`src/rtl/prox_pkg.sv`:
```
// Shared types and defaults for the ultrasonic range conditioning path.
package prox_pkg;
  localparam int CM_W = 8;
  localparam logic [CM_W-1:0] NEAR_CM_DEF = 8'd30;
  localparam logic [CM_W-1:0] FAR_CM_DEF = 8'd35;

  typedef enum logic [1:0] {
    FAR,
    NEAR_PEND,
    NEAR,
    FAR_PEND
  } prox_state_t;
endpackage

```
`src/rtl/moving_avg4.sv`:
```
// Four-sample moving average: ring buffer, running sum, fill count and
// a one-cycle avg_valid strobe the cycle after each full-window accept.
module moving_avg4
  import prox_pkg::*;
#(
  parameter int WIN_LOG2 = 2
) (
  input  logic            clk,
  input  logic            rst,
  input  logic            accept,
  input  logic            flush,
  input  logic [CM_W-1:0] sample,
  output logic [CM_W-1:0] avg_out,
  output logic            avg_valid
);

  logic [CM_W-1:0] buf_q [4];
  logic [1:0]      wptr;
  logic [2:0]      fill;
  logic [2:0]      fill_nxt;
  logic [9:0]      sum;
  logic [9:0]      sum_nxt;
  logic            pend;

  always_comb begin
    sum_nxt  = sum + {2'b00, sample};
    fill_nxt = fill + 3'd1;
    if (fill == 3'd4) begin
      sum_nxt  = sum_nxt - {2'b00, buf_q[wptr]};
      fill_nxt = 3'd4;
    end
  end

  always_ff @(posedge clk or posedge rst) begin
    if (rst) begin
      for (int i = 0; i < 4; i++) buf_q[i] <= '0;
      wptr      <= '0;
      fill      <= '0;
      sum       <= '0;
      pend      <= 1'b0;
      avg_out   <= '0;
      avg_valid <= 1'b0;
    end else begin
      pend      <= accept && (fill_nxt == 3'd4);
      avg_valid <= pend;
      if (pend) avg_out <= CM_W'(sum >> WIN_LOG2);
      // An accept always beats a flush; the top never raises both.
      if (accept) begin
        buf_q[wptr] <= sample;
        wptr        <= wptr + 2'd1;
        sum         <= sum_nxt;
        fill        <= fill_nxt;
      end else if (flush) begin
        wptr <= '0;
        sum  <= '0;
        fill <= '0;
      end
    end
  end

endmodule

```
`src/rtl/proximity_filter.sv`:
```
// Range conditioning: moving average, near/far hysteresis with
// confirmation, and stale-sensor detection with window flush.
module proximity_filter
  import prox_pkg::*;
#(
  parameter int              WIN_LOG2     = 2,
  parameter logic [CM_W-1:0] NEAR_CM      = NEAR_CM_DEF,
  parameter logic [CM_W-1:0] FAR_CM       = FAR_CM_DEF,
  parameter int              CONFIRM      = 3,
  parameter logic [23:0]     STALE_CYCLES = 24'd5_000_000
) (
  input  logic            clk,
  input  logic            rst,
  input  logic            sample_valid,
  input  logic [CM_W-1:0] sample,
  output logic [CM_W-1:0] avg_out,
  output logic            avg_valid,
  output logic            near,
  output logic            stale
);

  prox_state_t state_q;
  prox_state_t state_d;
  logic [1:0]  cnt_q;
  logic [1:0]  cnt_d;
  logic [1:0]  cnt_inc;
  logic [23:0] idle;
  logic        accept;
  logic        hit;
  logic        is_near;
  logic        is_far;

  assign accept  = sample_valid && (sample != '0);
  assign hit     = !accept && (idle == STALE_CYCLES - 24'd1);
  assign is_near = avg_out < NEAR_CM;
  assign is_far  = avg_out >= FAR_CM;
  assign cnt_inc = cnt_q + 2'd1;
  assign near    = (state_q == NEAR) || (state_q == FAR_PEND);

  moving_avg4 #(
    .WIN_LOG2(WIN_LOG2)
  ) u_avg (
    .clk      (clk),
    .rst      (rst),
    .accept   (accept),
    .flush    (hit),
    .sample   (sample),
    .avg_out  (avg_out),
    .avg_valid(avg_valid)
  );

  always_ff @(posedge clk or posedge rst) begin
    if (rst) begin
      idle  <= '0;
      stale <= 1'b0;
    end else if (accept) begin
      idle  <= '0;
      stale <= 1'b0;
    end else if (idle != STALE_CYCLES) begin
      idle <= idle + 24'd1;
      if (hit) stale <= 1'b1;
    end
  end

  always_comb begin
    state_d = state_q;
    cnt_d   = cnt_q;
    if (hit) begin
      state_d = FAR;
      cnt_d   = '0;
    end else if (avg_valid) begin
      unique case (state_q)
        FAR: begin
          if (is_near) begin
            state_d = NEAR_PEND;
            cnt_d   = 2'd1;
          end
        end
        NEAR_PEND: begin
          if (!is_near) begin
            state_d = FAR;
            cnt_d   = '0;
          end else if (int'(cnt_inc) >= CONFIRM) begin
            state_d = NEAR;
            cnt_d   = '0;
          end else begin
            cnt_d = cnt_inc;
          end
        end
        NEAR: begin
          if (is_far) begin
            state_d = FAR_PEND;
            cnt_d   = 2'd1;
          end
        end
        FAR_PEND: begin
          if (!is_far) begin
            state_d = NEAR;
            cnt_d   = '0;
          end else if (int'(cnt_inc) >= CONFIRM) begin
            state_d = FAR;
            cnt_d   = '0;
          end else begin
            cnt_d = cnt_inc;
          end
        end
        default: begin
          state_d = FAR;
          cnt_d   = '0;
        end
      endcase
    end
  end

  always_ff @(posedge clk or posedge rst) begin
    if (rst) begin
      state_q <= FAR;
      cnt_q   <= '0;
    end else begin
      state_q <= state_d;
      cnt_q   <= cnt_d;
    end
  end

endmodule
```
`config.mk`:
```
export PLATFORM = sky130hd
export DESIGN_NAME = proximity_filter
export DESIGN_NICKNAME = d
export VERILOG_FILES = /design/src/rtl/prox_pkg.sv /design/src/rtl/moving_avg4.sv /design/src/rtl/proximity_filter.sv
export SDC_FILE = /design/constraint.sdc
export NUM_CORES = 1
export LEC_CHECK = 0
export CAP_MARGIN = 0
export CORE_MARGIN = 1.5
export CORE_UTILIZATION = 35
export CTS_CLUSTER_DIAMETER = 120
export DETAILED_ROUTE_END_ITERATION = 7
export GPL_TIMING_DRIVEN = 1
export RECOVER_POWER = 50
export SLEW_MARGIN = 40
export SYNTH_ARGS = -nofsm -noshare
export SYNTH_HDL_FRONTEND = slang
export SYNTH_HIERARCHICAL = 1
export SYNTH_SLANG_ARGS = --single-unit
```
`constraint.sdc`:
```
create_clock -name clk -period 3.3 [get_ports clk]
set_clock_uncertainty 0.1 [all_clocks]
set_input_delay 0.33 -clock clk [delete_from_list [all_inputs] [get_ports clk]]
set_output_delay 0.33 -clock clk [all_outputs]
set_load 0.03 [all_outputs]
```
==> flow_metrics.tcl <==
set metrics [dict create \
    rsz0062_at_grt "false" \
    finalCoreUtilization_pct 43.2 \
    io_pins 22 \
    fmax_ghz 0.319 \
    hold_viol 0 \
    yosysSeqAreaShare_pct 43.1 \
    htree_levels 3 \
    reg2reg_from "u_avg/sum[0]$_DFFE_PP0P_" \
    avgViaCountPerCell 5.30 \
    grt_remaining_overflow 0 \
    place.detailed.hpwl_um 8290 \
    grt_max_degree 34 \
    crit_required_ns 3.44 \
    leakage_nw 2.54 \
    worst_path_largest_cell_delay_ns 0.43 \
    synth_edf_count 0 \
    cpLargestDelayFamily "adder cells" \
    finalSetupTns_ns 0 \
    syn_nets 510 \
    worstSetupStartpointType "primary input" \
    antenna_left 0 \
    synthCells 473 \
    firstDrtPassIters 5 \
    yosysWarnings 6 \
    drive_above_1_share_pct 22.6 \
    finalCritPeriodShare_pct 94.9 \
    fp.coreArea_sq_um 13900 \
    clk_latency_ns 0.35 \
    num_vias 3790 \
    yosysMostFrequentCell "dfrtp_1" \
    status "finished with violations" \
    fp-row-count 43 \
    place_congestion 0.814 \
    start_util_pct 36.0 \
    r2r_cells 12 \
    crit_slowest_cell "clkdlybuf4s50_1" \
    clkTransAtPathRegs_ns 0.07 \
    yosys-top-cells-count "dfrtp_1, mux2_2, nand2_1, nor2_1" \
    synth.area.top_cells "dfrtp_1, mux2_2, ha_1, mux4_2, nand2_1" \
    grt_pass1_wl_um 18400 \
    wl_per_cell_um 15.6 \
    final.min_clock_period_ns 3.13 \
    drc 0 \
    post-place-ws_ns -0.362 \
    crit_buf_inv 2 \
    max_cap_viol_count 1 \
    num_antenna_cells 0 \
    slew_violations 30 \
    routed_wl_um 11200 \
    cts_tree "yes" \
    r2r_end "u_avg/sum[9]$_DFFE_PP0P_" \
    setup_slack_ns 0.168 \
    hold_slack_ns 0.378 \
    powerDensity_nw_per_um2 1010 \
    cts_buffer_depth 2 \
    ys_seq_elements 86 \
    grtUsageTotal_pct 16.1 \
    ys_types 61 \
    postCtsSetupBuffers 0 \
    crit_start "sample[0]" \
    slew_headroom_pct -7.56 \
    root_buffer "clkbuf_16" \
    hold_class "in -> async" \
    netlist.area_leader.share_pct 43.1 \
    cts_sinks 86 \
    irDropWorstVdd_uv 516 \
    die-area_sq_um 15000 \
    antenna_found_initial 0 \
    critPathCaptureType "flop" \
    yosysTopAreaCell "dfrtp_1" \
    timing_worst_slew_pin_value_ns 1.61 \
    placed_area_sq_um 5660 \
    dieWidth_um 122 \
    synth-main-ff-cell "dfrtp_1" \
    syn-cell-area_sq_um 4990 \
    numCtsBuffers 9 \
    fin_nets 567 \
    finalInstanceArea_sq_um 6000 \
    grt_pass1_vias 3662 \
    cp.depth 13 \
    r2r_slack_ns 0.22 \
    syn_to_final_growth_pct 20.1 \
    crit_type "in -> reg" \
    worstPathArrival_ns 3.27 \
    crit_fanout 3 \
    synth-async-reset-ratio_pct 100 \
    crit_chain "clkdlybuf4s50_1, ha_1, fa_2, a21o_2, a21oi_1, xnor2_1, ha_1, nor2b_1, nor4b_2, buf_4, o2111ai_1, xnor2_1, a22o_1" \
    drtIter0Drc 231 \
    die_height_um 122 \
    dp_cells 699 \
    ctsHoldBuffers 0 \
    total_power_mw 6.03 \
    port_buffers 21 \
    violations "max-capacitance violations, max-slew violations" \
    final_cells 715 \
    syn_avg_cell_area_sq_um 10.6 \
    finalSetupViolCount 0 \
]
==> where the power goes <==
group / total, mW / switching, mW / internal (mW)
Sequential: 1.70 / 0.289 / 1.41
Clock: 1.15 / 0.453 / 0.698
Combinational: 3.18 / 1.47 / 1.70
==> worst max-delay path by stage <==
stage	end	slack (ns)
final	u_avg/sum[9]$_DFFE_PP0P_	0.17
after global routing	u_avg/sum[8]$_DFFE_PP0P_	0.002
after CTS	u_avg/sum[9]$_DFFE_PP0P_	0.05
after detailed placement	u_avg/sum[9]$_DFFE_PP0P_	-0.36
after global placement	u_avg/sum[9]$_DFFE_PP0P_	-0.31
after floorplan	u_avg/sum[9]$_DFFE_PP0P_	0.32
==> layout by cell type (no fill, tap or decap), types with 6 or more instances in the layout <==
master / Yosys / final
o211ai_1: 7 / 7
o21ai_0: 21 / 21
nor2b_1: 7 / 7
inv_1: 24 / 24
clkdlybuf4s50_1: 0 / 20
nand2_1: 36 / 36
o31ai_1: 7 / 7
nand4_1: 8 / 8
nor2_1: 28 / 28
nand2b_1: 7 / 7
xor2_1: 9 / 9
buf_4: 0 / 38
mux4_2: 8 / 8
clkbuf_16: 0 / 9
mux2_2: 43 / 43
dfrtp_1: 86 / 86
a21oi_1: 22 / 22
ha_1: 24 / 24
nand3_1: 11 / 11
or3_1: 10 / 10
xnor2_1: 14 / 14
nor3_1: 6 / 6
==> layer usage <==
layer / share of wire (%) / global-route usage, % / wire [um] / up-vias
met5: 0 / 0 / 0 / -
met4: 1.6 / 6.98 / 180 / 0
met3: 3.3 / 2.65 / 374 / 15
met2: 46 / 24.9 / 5160 / 69
met1: 49 / 22.3 / 5480 / 1869
li1: - / - / - / 1837
==> layout make-up <==
type	count	area (sq um)
sequential	86	2150
multi-input combinational	346	2680
inverter	24	90.1
tap	180	225
fill	1324	7880
timing repair buffer	63	510
clock buffer	10	239
clock inverter	6	105
==> state kept, by name (all words and copies together) (netlist names), 2 cells and up <==
| signal | cells |
|---|---|
| u_avg/wptr | 2 |
| state_q | 2 |
| u_avg/buf_q | 32 |
| u_avg/sum | 10 |
| u_avg/fill | 3 |
| u_avg/avg_out | 8 |
| cnt_q | 2 |
| idle | 24 |
==> cells by family after synthesis <==
| kind of cell | count (synthesis) | synth area share, % |
|---|---|---|
| flops | 86 | 43.1 |
| fa+ha+maj | 26 | 6.81 |
| xor+xnor | 23 | 4.03 |
| compound gates | 93 | 12.2 |
| buf+inv | 41 | 3.96 |
| simple gates | 153 | 16.6 |
| mux | 51 | 13.3 |
==> what timing repair did <==
item                                    4_1_cts  5_1_grt
endpoints found under the setup margin        1        3
gates cloned                                  0        0
hold endpoints to repair                      0        0
resized for setup                             1        2
No activity file was read; power rests on OpenSTA's default activity.
